## config.mk

```make
export PLATFORM = sky130hd
export DESIGN_NAME = alu_seq
export DESIGN_NICKNAME = d
export VERILOG_FILES = /design/src/rtl/alu_seq_pkg.sv /design/src/rtl/alu_regfile.sv /design/src/rtl/alu_seq.sv
export SDC_FILE = /design/constraint.sdc
export NUM_CORES = 1
export LEC_CHECK = 0
export ABC_CLOCK_PERIOD_IN_PS = 5000
export CORE_AREA = 10 10 89 91
export CTS_CLUSTER_DIAMETER = 200
export DETAILED_ROUTE_END_ITERATION = 7
export DIE_AREA = 0 0 99 101
export PLACE_DENSITY = 0.95
export SETUP_SLACK_MARGIN = 0.15
export SYNTH_ARGS = -nofsm -noshare
export SYNTH_HDL_FRONTEND = slang
export SYNTH_SLANG_ARGS = --single-unit
```

## constraint.sdc

```tcl
create_clock -name clk -period 5 [get_ports clk]
set_input_delay 1 -clock clk [delete_from_list [all_inputs] [get_ports clk]]
set_output_delay 1 -clock clk [all_outputs]
set_load 0.02 [all_outputs]
```

## src/rtl/alu_seq_pkg.sv

```systemverilog
// alu_seq_pkg: opcodes, sequencer states and command-error helper for alu_seq.
package alu_seq_pkg;
  localparam logic [2:0] OP_ADD  = 3'd0;
  localparam logic [2:0] OP_SUB  = 3'd1;
  localparam logic [2:0] OP_MUL  = 3'd2;
  localparam logic [2:0] OP_DIV  = 3'd3;
  localparam logic [2:0] OP_SHR2 = 3'd4;
  localparam logic [2:0] OP_SHL1 = 3'd5;
  typedef enum logic [1:0] {IDLE, ISSUE, CAPTURE, RESP} state_e;
  // Reserved opcodes (11x) and divide-by-zero are answered without touching the ALU.
  function automatic logic cmd_err(input logic [2:0] op, input logic b_zero);
    return (op == OP_DIV && b_zero) || op[2:1] == 2'b11;
  endfunction
endpackage

```

## src/rtl/alu_regfile.sv

```systemverilog
// alu_regfile: NREG x DW register file, two async read ports, one sync write port, sync clear.
module alu_regfile
  import alu_seq_pkg::*;
#(
  parameter int NREG = 4,
  parameter int DW   = 8
) (
  input  logic                    clk,
  input  logic                    rst_n,
  input  logic                    we_i,
  input  logic [$clog2(NREG)-1:0] waddr_i,
  input  logic [DW-1:0]           wdata_i,
  input  logic [$clog2(NREG)-1:0] ra_addr_i,
  output logic [DW-1:0]           ra_data_o,
  input  logic [$clog2(NREG)-1:0] rb_addr_i,
  output logic [DW-1:0]           rb_data_o
);
  logic [DW-1:0] mem_q [NREG];
  always_ff @(posedge clk) begin
    if (!rst_n) begin
      for (int i = 0; i < NREG; i++) mem_q[i] <= '0;
    end else if (we_i) begin
      mem_q[waddr_i] <= wdata_i;
    end
  end
  assign ra_data_o = mem_q[ra_addr_i];
  assign rb_data_o = mem_q[rb_addr_i];
endmodule

```

## src/rtl/alu_seq.sv

```systemverilog
// alu_seq: command sequencer driving an 8-bit combinational ALU with register-file writeback.
module alu_seq
  import alu_seq_pkg::*;
#(
  parameter int NREG = 4,
  parameter int DW   = 8
) (
  input  logic                    clk,
  input  logic                    rst_n,
  input  logic                    cmd_valid,
  output logic                    cmd_ready,
  input  logic                    cmd_ld,
  input  logic [2:0]              cmd_op,
  input  logic [$clog2(NREG)-1:0] cmd_rd,
  input  logic [$clog2(NREG)-1:0] cmd_ra,
  input  logic [$clog2(NREG)-1:0] cmd_rb,
  input  logic                    cmd_imm_en,
  input  logic [DW-1:0]           cmd_imm,
  output logic                    rsp_valid,
  input  logic                    rsp_ready,
  output logic [DW-1:0]           rsp_data,
  output logic                    rsp_err,
  output logic [DW-1:0]           alu_a,
  output logic [DW-1:0]           alu_b,
  output logic [2:0]              alu_op,
  output logic                    alu_en,
  input  logic [DW-1:0]           alu_f
);
  localparam int AW = $clog2(NREG);
  state_e        state_q, state_d;
  logic          rdy_q;
  logic [DW-1:0] a_q, a_d, b_q, b_d, data_q, data_d;
  logic [2:0]    op_q, op_d;
  logic [AW-1:0] rd_q, rd_d;
  logic          err_q, err_d;
  logic [DW-1:0] ra_val, rb_val, b_sel, wdata;
  logic [AW-1:0] waddr;
  logic          acc, bad, we, cap;
  assign acc   = cmd_valid && rdy_q;
  assign cap   = state_q == CAPTURE;
  assign b_sel = cmd_imm_en ? cmd_imm : rb_val;
  assign bad   = !cmd_ld && cmd_err(cmd_op, b_sel == '0);
  // Loads write at accept; ALU results write at the end of CAPTURE.
  assign we    = (acc && cmd_ld) || cap;
  assign waddr = cap ? rd_q : cmd_rd;
  assign wdata = cap ? alu_f : cmd_imm;
  alu_regfile #(.NREG(NREG), .DW(DW)) u_rf (
    .clk      (clk),
    .rst_n    (rst_n),
    .we_i     (we),
    .waddr_i  (waddr),
    .wdata_i  (wdata),
    .ra_addr_i(cmd_ra),
    .ra_data_o(ra_val),
    .rb_addr_i(cmd_rb),
    .rb_data_o(rb_val)
  );
  always_ff @(posedge clk) begin
    if (!rst_n) begin
      state_q <= IDLE;
      rdy_q   <= 1'b0;
      a_q     <= '0;
      b_q     <= '0;
      op_q    <= '0;
      rd_q    <= '0;
      data_q  <= '0;
      err_q   <= 1'b0;
    end else begin
      state_q <= state_d;
      rdy_q   <= state_d == IDLE;
      a_q     <= a_d;
      b_q     <= b_d;
      op_q    <= op_d;
      rd_q    <= rd_d;
      data_q  <= data_d;
      err_q   <= err_d;
    end
  end
  always_comb begin
    state_d = state_q == IDLE    ? (acc ? ((cmd_ld || bad) ? RESP : ISSUE) : IDLE) :
              state_q == ISSUE   ? CAPTURE :
              state_q == CAPTURE ? RESP :
              (rsp_ready ? IDLE : RESP);
    a_d    = acc ? ra_val : a_q;
    b_d    = acc ? b_sel : b_q;
    op_d   = acc ? cmd_op : op_q;
    rd_d   = acc ? cmd_rd : rd_q;
    data_d = acc ? (cmd_ld ? cmd_imm : '0) : cap ? alu_f : data_q;
    err_d  = acc ? bad : cap ? 1'b0 : err_q;
  end
  always_comb begin
    cmd_ready = rdy_q;
    rsp_valid = state_q == RESP;
    rsp_data  = data_q;
    rsp_err   = err_q;
    alu_en    = state_q == ISSUE || cap;
    alu_a     = a_q;
    alu_b     = b_q;
    alu_op    = op_q;
  end
endmodule

```

==> results of run 1 <==
## cell usage in the layout, fill, tap and decap left out, types with 3 or more instances in the layout
cell type,Yosys,layout
dfxtp_1,33,33
mux4_2,10,10
o21ai_1,11,11
inv_1,5,5
clkbuf_8,0,10
mux2i_1,31,31
and2_1,9,9
edfxtp_1,32,32
nor2b_1,3,3
clkdlybuf4s50_1,0,61
a21oi_1,7,7
a21boi_1,18,18
nor2_1,36,36
o211a_1,4,4
bufinv_16,0,3
nand3_1,14,14
buf_4,0,3
nand2_1,45,45
a211oi_1,4,4
ha_1,4,4
## how the worst max path moves through the flow
stage	start	end	slack, ps
after detailed placement	cmd_ld	u_rf.mem_q[0][0]	1580
final	cmd_ld	u_rf.mem_q[0][0]	1870
after floorplan	cmd_ld	u_rf.mem_q[0][0]	2660
after CTS	cmd_ld	u_rf.mem_q[1][2]	1940
after global routing	cmd_ld	u_rf.mem_q[0][7]	1720
after global placement	cmd_ld	u_rf.mem_q[0][0]	1760
## metrics by stage
| stage | total power [mW] | cells | setup WS, ps |
|---|---|---|---|
| 6_report | 1.41 | 454 | 1870 |
| 5_1_grt | 1.45 | 454 | 1720 |
| 4_1_cts | 1.41 | 454 | 1940 |
| 3_5_place_dp | 0.867 | 438 | 1580 |
| 3_3_place_gp | 0.858 | 438 | 1760 |
| 2_1_floorplan | 0.769 | 319 | 2660 |
## power by group through the flow
stage / clock [mW] / combinational [mW] / sequential, mW
floorplan: 0 / 0.134 / 0.635
global placement: 0 / 0.237 / 0.622
detailed placement: 0 / 0.243 / 0.624
CTS: 0.549 / 0.247 / 0.613
global route: 0.568 / 0.265 / 0.616
finish: 0.549 / 0.248 / 0.614
## sequential cells by signal (all words and copies together) (netlist names)
| register | cells |
|---|---|
| alu_op | 3 |
| u_rf.mem_q | 32 |
| rd_q | 2 |
| cmd_ready | 1 |
| alu_b | 8 |
| alu_a | 8 |
| rsp_err | 1 |
| rsp_data | 8 |
| state_q | 2 |
## kinds of logic (layout without fill, tap and decap cells)
kind of cell | count (synthesis) | in the layout
fa+ha+maj | 4 | 4
compound gates | 55 | 55
buf+inv | 27 | 85
mux | 43 | 43
flops | 65 | 65
simple gates | 125 | 125
## layout make-up
| class | count | area [µm²] | share of cell area [%] |
|---|---|---|---|
| clock inverter | 6 | 105 | 2.50 |
| sequential | 65 | 1620 | 38.6 |
| multi-input combinational | 227 | 1590 | 37.9 |
| timing repair buffer | 64 | 633 | 15.1 |
| tap | 77 | 96.3 | 2.29 |
| clock buffer | 10 | 138 | 3.27 |
| inverter | 5 | 18.8 | 0.446 |
## critical path, stage by stage
cell and delay [ps]:
clkdlybuf4s50_1 640, and3_1 340, o21ai_1 520, or2_1 370, nand2_1 280
## layer usage
metal  wire length (µm)  up-vias  GRT usage, %
met5                  0        -             0
met4                457        0          11.5
met3                961       53          5.35
met2               4620      204          31.0
met1               3510     1346          20.7
li1                   -     1243             -
==> Flow_metrics.wiki, run 1 <==
{| class="wikitable"
! Metric !! Value
|-
| Run status || complete, no violations
|-
| Peak VDD IR || ~0.00018 V
|-
| Fin. max-slew vios || 0
|-
| Final core area utilization || between 60% and 70%
|-
| FP Rows || 29
|-
| Library cell occupying the most area in the post-synthesis netlist || edfxtp_1
|-
| Total Routing Usage GR || 18.7%
|-
| Reg power frac || a little over two fifths
|-
| Hold Path Stages || 2
|-
| Switching portion of total power || between 20% and 30%
|-
| Hold path startpoint || alu_a[7]
|-
| Finished Cell Area || around 4200 µm²
|-
| Most used DFF post-synth || dfxtp_1
|-
| Buffer depth of the longest clock path || 2
|-
| Reg2Reg Depth || 6
|-
| Pleak || ~1.6 nW
|-
| Count of TritonRoute iterations in the first routing pass || 5
|-
| Distinct cells, synth || 45
|-
| Type of the most critical hold path || reg -> reg
|-
| Final antenna diode count || 0
|-
| Portion of total power attributed to the clock network || about two fifths
|-
| Wire length reported by the detailed router || 9.55 mm
|-
| Worst reg2reg setup slack || around 2400 ps
|-
| FILL cells || roughly 450
|-
| Startpoint type of the worst setup path || input pin
|-
| CTS clk-pin slew, worst paths || 70 ps
|-
| Areal power density over the cells || around 340 nW/µm²
|-
| Share of the clock period used by the worst path || 62.6%
|-
| Antenna violations before repair || 0
|-
| Number of buffers inserted during clock tree synthesis || 9
|-
| Data required time of the critical path || 5030 ps
|-
| Leading post-synthesis cells by instance count || 45 x nand2_1, 36 x nor2_1, 33 x dfxtp_1
|-
| Worst slew slack as a fraction of its limit || 44.3%
|-
| Final Hold Viols || 0
|-
| DIE AREA || about 10000 µm²
|-
| Number of max-capacitance violations reported || 0
|-
| Count of endpoints failing setup in the final report || 0
|-
| Cells resized by post-CTS repair || 0
|-
| H-tree levels || 3
|-
| Number of setup buffers added after CTS || 0
|-
| Hold endpoint || alu_a[7]
|-
| Internal power summed over all cells || ~1.0 mW
|-
| Routed wire per std cell || about 21 µm
|-
| Destination of the worst register-to-register timing path || u_rf.mem_q[0][0]
|-
| Minimum hold slack || ~460 ps
|-
| GPL Wtd Cong || about 0.97
|-
| Most instantiated library cell after synthesis || nand2_1
|-
| Combinational Power Share || about 18%
|-
| Top cells by area, synth || edfxtp_1 28%, dfxtp_1 20%, mux2i_1 9.2%, mux4_2 6.7%, nand2_1 5.0%
|-
| Vertical die dimension || between 100 and 150 µm
|-
| Time the worst path needs with I/O delays and setup || about 3100 ps
|-
| Worst setup path category || in -> reg
|-
| Number of sinks driven by the clock tree || 65
|-
| Actual slew at the worst max-slew pin || ~830 ps
|-
| Synthesized area || 3380 µm²
|-
| Post-synthesis xor/xnor area fraction || 0%
|-
| Post-DP HPWL || roughly 7.0 mm
|-
| Mux cell area share after synthesis || between 15 and 20%
|-
| Worst reg2reg path startpoint || state_q[0]
|-
| Number of global-route vias before repair || roughly 2,800
|-
| Overflow left after global routing || 0
|-
| I/O Buffers || 61
|-
| Width of the die || about 100 µm
|-
| Global-route wire length before repair || 14.6 mm
|-
| Post-placement cell area || 3960 µm²
|-
| Maximum frequency from static timing analysis || approximately 320 MHz
|-
| Post-route clock skew || roughly 6.5 ps
|-
| Clock root buffer || clkbuf_8
|-
| Synthesized area divided by synthesized cell count || ~11 µm²
|-
| Vias per cell || 6.27
|-
| Fraction of layout cells with a size suffix above 1 || under 10%
|-
| TNS Setup || 0 ps
|-
| Share of synthesized flip-flops with an asynchronous set or reset || 0%
|-
| Synth Register Bits || between 60 and 70
|-
| Floorplan Core Area || around 6200 µm²
|-
| Yosys synthesis warning count || 0
|-
| Fraction of post-synthesis cell area in the top cell type by area || 28.4%
|-
| Maximum number of pins on one net before global-route repair || 40
|-
| Basic-gate share of the synthesized area counting and, or, nand and nor cells || 17.4%
|-
| Critical path arrival || between 3000 and 4000 ps
|-
| Unrepaired setup endpoints after global routing || false
|-
| I/O pin cnt || 62
|-
| Nets@finish || 407
|-
| Residual DRC count || 0
|-
| Vias post-DR || roughly 2,800
|-
| Adder-cell share of the synthesized area || under 10%
|-
| Compound-gate portion of the synthesized area || 11.4%
|-
| Hold-fix buffers at CTS || 0
|-
| Initial Utilization || ~54%
|-
| Post-synthesis sequential area ratio || roughly half
|-
| Largest family of logic cells by synthesized area || simple AND/OR/NAND/NOR gates
|-
| First-iteration detailed-routing DRC count || about 260
|-
| Highest net fanout along the worst path || 11
|-
| Number of enable-type register cells in the synthesized netlist || 32
|-
| Number of nets still failing antenna checks after routing || 0
|-
| Area Growth Syn to Fin || 24.5%
|-
| TritonCTS clock tree || done
|-
| Synth Instances || about 320
|-
| Net switching power || between 300 and 400 µW
|-
| CP Capture Type || flip-flop
|-
| Synth Net Count || ~350
|-
| Insertion delay to the later sink of the worst-skew pair || roughly 350 ps
|}
Power figures use the tool's default switching activity.
==> run 2: changes to the inputs <==
Settings changed: ABC_CLOCK_PERIOD_IN_PS 5000 to 2900, CORE_AREA 10 10 89 91 to 10 10 92 94, DIE_AREA 0 0 99 101 to 0 0 102 104, PLACE_DENSITY 0.95 to 0.9.
Clock period 5 ns to 2.9 ns, I/O delays scaled along.
==> run 2 against run 1 <==
Power rose by 56%. Global-route usage fell by 1.9 points. Hold slack got worse by 4.2 ps. Critical path depth fell by 2. Critical path type is now reg -> out. Count of clock-buffer cells in the layout rose by 1. Final cell count rose by 2.4%. Highest routed layer unchanged. First-iteration DRC count fell by 25%. Worst setup slack got worse by 1200 ps. Largest power group unchanged. Non-clock buffer count rose by 8.
==> Flow_metrics.wiki, run 2 (synthesis gave the netlist of run 1 again) <==
{| class="wikitable"
! Metric !! Value
|-
| Run status || complete, no violations
|-
| Data required time of the critical path || 2320 ps (-2710 ps)
|-
| Vias post-DR || 2,719 (-4.5%)
|-
| Overflow left after global routing || 0 (unchanged)
|-
| Number of sinks driven by the clock tree || 65 (unchanged)
|-
| Number of setup buffers added after CTS || 0 (unchanged)
|-
| Worst setup path category || reg -> out
|-
| Type of the most critical hold path || reg -> reg
|-
| Clock root buffer || clkbuf_8
|-
| Count of endpoints failing setup in the final report || 0 (unchanged)
|-
| H-tree levels || 3 (unchanged)
|-
| FP Rows || 30 (+3.4%)
|-
| Width of the die || 102 µm (+3.0%)
|-
| Hold path startpoint || alu_a[0]
|-
| Net switching power || 594 µW (+62%)
|-
| Post-placement cell area || 4030 µm² (+1.6%)
|-
| Post-layout worst setup margin || 652 ps (-1220 ps)
|-
| TritonCTS clock tree || done
|-
| Post-DP HPWL || 6.56 mm (-5.8%)
|-
| DR WL met2 || 4.56 mm (-1.3%)
|-
| Vertical die dimension || 104 µm (+3.0%)
|-
| Hold-fix buffers at CTS || 0 (unchanged)
|-
| Minimum hold slack || 452 ps (-4.18 ps)
|-
| Max FFs per register || 32 (unchanged)
|-
| Post-placement setup slack || 384 ps (-1200 ps)
|-
| First-iteration detailed-routing DRC count || 196 (-25%)
|-
| Nets@finish || 415 (+2.0%)
|-
| I/O pin cnt || 62 (unchanged)
|-
| Highest net fanout along the worst path || 3 (-8)
|-
| Buffer depth of the longest clock path || 2 (unchanged)
|-
| Worst setup path start || state_q[1]
|-
| Global-route wire length before repair || 13.9 mm (-4.8%)
|-
| Count of TritonRoute iterations in the first routing pass || 5 (unchanged)
|-
| Reg power frac || 47.8% (+4.3 points)
|-
| I/O Buffers || 61 (unchanged)
|-
| Insertion delay to the later sink of the worst-skew pair || 340 ps (about the same)
|-
| Worst slew slack as a fraction of its limit || 51.8% (+7.4 points)
|-
| Routed wire per std cell || 19.0 µm (-9.7%)
|-
| Number of global-route vias before repair || 2,696 (-4.4%)
|-
| Post-route met1 wirelength || 3.24 mm (-7.6%)
|-
| Internal power summed over all cells || 1.60 mW (+54%)
|-
| Cells resized by post-CTS repair || 0 (unchanged)
|-
| Final Hold Viols || 0 (unchanged)
|-
| Final antenna diode count || 0 (unchanged)
|-
| Length of routed met3 wiring || 782 µm (-19%)
|-
| Areal power density over the cells || 523 nW/µm² (+56%)
|-
| Time the worst path needs with I/O delays and setup || around 2200 ps
|-
| Maximum frequency from static timing analysis || about 440 MHz
|-
| Critical path arrival || 1670 ps (-1490 ps)
|-
| TNS Setup || 0 ps (unchanged)
|-
| Switching portion of total power || 27.0% (+0.98 points)
|-
| Wire length reported by the detailed router || 8.83 mm (-7.5%)
|-
| CP Capture Type || primary output
|-
| Combinational Power Share || 19.5% (+1.9 points)
|-
| Uppermost metal layer occupied by signal nets || met4
|-
| Worst reg2reg path startpoint || state_q[0]
|-
| Number of buffers inserted during clock tree synthesis || 9 (unchanged)
|-
| Most frequent cells in the layout || 61 x clkdlybuf4s50_1, 45 x nand2_1, 36 x nor2_1
|-
| Share of the clock period used by the worst path || a little under 80%
|-
| Portion of total power attributed to the clock network || 32.6% (-6.3 points)
|-
| Startpoint type of the worst setup path || flip-flop
|-
| CTS clk-pin slew, worst paths || 70 ps (about the same)
|-
| Number of nets still failing antenna checks after routing || 0 (unchanged)
|-
| Slowest cell on the critical path || clkdlybuf4s50_1
|-
| Total Routing Usage GR || 16.8% (-1.9 points)
|-
| Unrepaired setup endpoints after global routing || false
|-
| Actual slew at the worst max-slew pin || 724 ps (-109 ps)
|-
| Maximum number of pins on one net before global-route repair || 34 (-15%)
|-
| Pleak || 1.58 nW (+0.55%)
|-
| Vias per cell || 5.85 (-6.7%)
|-
| GPL Wtd Cong || 0.864 (-11%)
|-
| Leading cell type in the layout, fill and taps excluded || clkdlybuf4s50_1
|-
| Finished Cell Area || 4200 µm² (about the same)
|-
| Number of max-capacitance violations reported || 0 (unchanged)
|-
| Final core area utilization || 62.9% (-4.9 points)
|-
| Fin. max-slew vios || 0 (unchanged)
|-
| Post-route clock skew || 7.06 ps (+0.563 ps)
|-
| Antenna violations before repair || 0 (unchanged)
|-
| Top register by number of flip-flops || u_rf.mem_q
|-
| Maximum cell stage delay along the critical path || 600 ps (-40 ps)
|-
| Fraction of layout cells with a size suffix above 1 || 10.4% (+1.1 points)
|-
| Floorplan Core Area || 6680 µm² (+7.7%)
|-
| DIE AREA || 10,600 µm² (+6.1%)
|-
| CP Cell Sequence || inv_1 -> ha_1 -> clkdlybuf4s50_1
|-
| Initial Utilization || 50.6% (-3.9 points)
|-
| Residual DRC count || 0 (unchanged)
|-
| Area Growth Syn to Fin || 24.4% (about the same)
|-
| Peak VDD IR || 0.000294 V (+63%)
|}
[run 2: cell types whose count changed in the layout (fill, tap and decap cells not counted), sizes merged]
cell | previous run | this run
clkinv | 2 | 4
buf | 3 | 11
clkbuf | 10 | 11
clkinvlp | 1 | 0
bufinv | 3 | 1
[run 2: cell type report]
type	instances	area, µm²
fillers	539	2480
well taps	80	100
clock buffers	11	131
flip-flops and latches	65	1620
inverters	5	18.8
multi-input cells	227	1590
clock inverters	5	46.3
repair buffers	72	693
[run 2: routing by layer]
metal / vias to the layer above / global-route usage, %
met5: - / 0
met1: 1289 / 18.8
met2: 138 / 28.4
met3: 24 / 4.58
met4: 0 / 7.96
li1: 1268 / -
[run 2: final timing paths]
kind	endpoint	slack (ps)	cells past startpoint
worst max-delay path	alu_en	650	3
worst min-delay path	alu_a[0]	450	2
worst max register to register	u_rf.mem_q[1][3]	900	6
worst min register to register	alu_a[0]	450	2
[run 2: power groups by stage]
stage	sequential [mW]	combinational, mW	clock (mW)
final	1.05	0.429	0.717
after global routing	1.06	0.464	0.761
after CTS	1.05	0.430	0.719
after detailed placement	1.07	0.426	0
after global placement	1.07	0.415	0
after floorplan	1.09	0.231	0
[run 2: critical path, delay by kind of cell, from the launching register on]
family	cells	cell delay (ps)
flip-flops	1	380
adder cells (fa/ha/maj)	1	270
buffers and inverters	2	680
[run 2: metrics by stage]
stage	power [mW]	cells
after floorplan	1.33	319
after global placement	1.48	449
final	2.20	465
after detailed placement	1.50	449
after global routing	2.28	465
after CTS	2.20	465
==> run 3: changes to the inputs <==
Settings changed: ABC_CLOCK_PERIOD_IN_PS 2900 to 2000, CORE_AREA 10 10 92 94 to 10 10 96 98, DIE_AREA 0 0 102 104 to 0 0 106 108, PLACE_DENSITY 0.9 to 0.87.
Clock period 2.9 ns to 2 ns, I/O delays scaled along.
==> run 3 against run 2 <==
Clock skew rose by 1.1 ps. Final cell count rose by 9.9%. Flip-flop and latch count did not move. Count of clock-buffer cells in the layout fell by 2. First-iteration DRC count rose by 15%. Largest power group unchanged.
==> Flow_metrics.wiki, run 3 (synthesis gave the netlist of run 1 again) <==
{| class="wikitable"
! Metric !! Value
|-
| Final antenna diode count || 0 (unchanged)
|-
| Unrepaired setup endpoints after global routing || false
|-
| Peak VDD IR || 0.000623 V (+110%)
|-
| Number of buffers inserted during clock tree synthesis || 9 (unchanged)
|-
| Minimum hold slack || 449 ps (-2.60 ps)
|-
| Antenna violations before repair || 0 (unchanged)
|-
| I/O pin cnt || 62 (unchanged)
|-
| Final Power || 3.43 mW (+56%)
|-
| H-tree levels || 3 (unchanged)
|-
| TNS Setup || 0 ps (unchanged)
|-
| Net switching power || 917 µW (+54%)
|-
| Fraction of layout cells with a size suffix above 1 || 18.8% (+8.4 points)
|-
| CTS clk-pin slew, worst paths || 70 ps (about the same)
|-
| Area Growth Syn to Fin || 34.9%
|-
| Combinational Power Share || 20.5% (+1.0 points)
|-
| Post-placement setup slack || -262 ps (-646 ps)
|-
| Buffer depth of the longest clock path || 2 (unchanged)
|-
| Data required time of the critical path || 2030 ps (-290 ps)
|-
| Maximum number of pins on one net before global-route repair || 24 (-29%)
|-
| Number of sinks driven by the clock tree || 65 (unchanged)
|-
| I/O Buffers || 61 (unchanged)
|-
| Finished Cell Area || 4560 µm² (+8.4%)
|-
| Clock root buffer || clkbuf_8
|-
| DIE AREA || 11,400 µm² (+7.9%)
|-
| Residual DRC count || 0 (unchanged)
|-
| Nets@finish || 439 (+5.8%)
|-
| Vertical die dimension || 108 µm (+3.8%)
|-
| Insertion delay to the later sink of the worst-skew pair || 350 ps (about the same)
|-
| Count of TritonRoute iterations in the first routing pass || 5 (unchanged)
|-
| Highest net fanout along the worst path || 9 (+6)
|-
| Maximum frequency from static timing analysis || 572 MHz
|-
| Portion of total power attributed to the clock network || 35.1% (+2.5 points)
|-
| TritonCTS clock tree || done
|-
| Cell Count, Final, Fillers Out || 511 (+9.9%)
|-
| Fin. max-slew vios || 0 (unchanged)
|-
| Final Hold Viols || 0 (unchanged)
|-
| Hold-fix buffers at CTS || 0 (unchanged)
|-
| Total placed cells including tap cells || 494 (+10%)
|-
| Startpoint type of the worst setup path || flip-flop
|-
| Post-DP HPWL || 6.81 mm (+3.8%)
|-
| CP Capture Type || flip-flop
|-
| Max FFs per register || 32 (unchanged)
|-
| Post-placement cell area || 4300 µm² (+6.7%)
|-
| Initial Utilization || 45.4% (-5.2 points)
|-
| Post-layout worst setup margin || 253 ps (-399 ps)
|-
| Top register by number of flip-flops || u_rf.mem_q
|-
| Areal power density over the cells || 753 nW/µm² (+44%)
|-
| Final core area utilization || 61.2% (-1.7 points)
|-
| Number of nets still failing antenna checks after routing || 0 (unchanged)
|-
| Vias post-DR || 2,816 (+3.6%)
|-
| Total Routing Usage GR || 16.0% (-0.75 points)
|-
| Count of endpoints failing setup in the final report || 0 (unchanged)
|-
| First-iteration detailed-routing DRC count || 225 (+15%)
|-
| Critical path arrival || 1770 ps (+100 ps)
|-
| Floorplan Core Area || 7450 µm² (+11%)
|-
| FP Rows || 32 (+6.7%)
|-
| Run status || complete, no violations
|-
| Switching portion of total power || 26.7% (-0.29 points)
|-
| Most frequent cells in the layout || 58 x clkdlybuf4s50_1, 44 x nand2_1, 36 x nor2_1
|-
| Reg power frac || 44.4% (-3.4 points)
|-
| Actual slew at the worst max-slew pin || 439 ps (-285 ps)
|-
| GPL Wtd Cong || 0.967 (+12%)
|-
| Width of the die || 106 µm (+3.9%)
|-
| Post-route clock skew || 8.21 ps (+1.15 ps)
|-
| Routed wire per std cell || 18.1 µm (-4.8%)
|-
| Leading cell type in the layout, fill and taps excluded || clkdlybuf4s50_1
|-
| Time the worst path needs with I/O delays and setup || roughly 1700 ps
|-
| Pleak || 1.76 nW (+12%)
|-
| Wire length reported by the detailed router || 9.24 mm (+4.6%)
|-
| Vias per cell || 5.51 (-5.8%)
|-
| Worst slew slack as a fraction of its limit || 70.7% (+19 points)
|-
| Overflow left after global routing || 0 (unchanged)
|-
| Global-route wire length before repair || 14.5 mm (+4.0%)
|-
| Type of the most critical hold path || reg -> reg
|-
| Worst setup path category || reg -> reg
|-
| Number of max-capacitance violations reported || 0 (unchanged)
|-
| Internal power summed over all cells || 2.51 mW (+57%)
|-
| Number of global-route vias before repair || 2,762 (+2.4%)
|-
| Share of the clock period used by the worst path || 87.3%
|}
-- run 3: changes by cell type in the layout (fill, tap and decap cells not counted), sizes merged --
cell | previous run | this run
bufbuf | 0 | 1
clkinvlp | 0 | 1
dlygate4sd2 | 0 | 2
bufinv | 1 | 2
clkbuf | 11 | 10
buf | 11 | 34
clkdlybuf4s50 | 61 | 58
-- run 3: layer usage --
layer  GRT usage (%)  vias up  part of all wire [%]
met5               0        -                     0
met1            19.0     1321                    38
met2            26.3      156                    48
met3            5.12       31                   9.8
met4            6.96        0                   3.8
li1                -     1308                     -
-- run 3: cell type report --
| class | instances | area [µm²] |
|---|---|---|
| fillers | 598 | 2890 |
| well taps | 102 | 128 |
| inverters | 5 | 18.8 |
| clock buffers | 9 | 124 |
| clock inverters | 7 | 85.1 |
| flip-flops and latches | 65 | 1620 |
| multi-input cells | 227 | 1620 |
| repair buffers | 96 | 957 |
-- run 3: path summary, 6_finish.rpt --
| kind | from | end | slack [ps] | cells past startpoint |
|---|---|---|---|---|
| min | alu_b[6] | alu_b[6] | 450 | 2 |
| max | state_q[0] | u_rf.mem_q[2][5] | 250 | 5 |
| max reg2reg | state_q[0] | u_rf.mem_q[2][5] | 250 | 5 |
| min reg2reg | alu_b[6] | alu_b[6] | 450 | 2 |
-- run 3: timing repair --
| item | in CTS | in global routing |
|---|---|---|
| buffers inserted | 0 | 0 |
| pin swaps | 1 | 0 |
| gates resized for setup | 7 | 6 |
| cloned | 1 | 0 |
| setup endpoints to repair | 33 | 16 |
-- run 3: power by group through the flow --
| stage | clock network (mW) | logic (mW) | registers [mW] |
|---|---|---|---|
| after floorplan | 0 | 0.338 | 1.59 |
| after global placement | 0 | 0.666 | 1.55 |
| after detailed placement | 0 | 0.678 | 1.55 |
| after CTS | 1.21 | 0.694 | 1.52 |
| after global routing | 1.27 | 0.750 | 1.53 |
| final | 1.20 | 0.702 | 1.52 |
-- run 3: critical path, stage by stage (launching register included) --
cell and delay (ps):
dfxtp_2 340, inv_1 100, ha_2 310, mux2i_1 270, nand3b_1 150, nand2_2 240
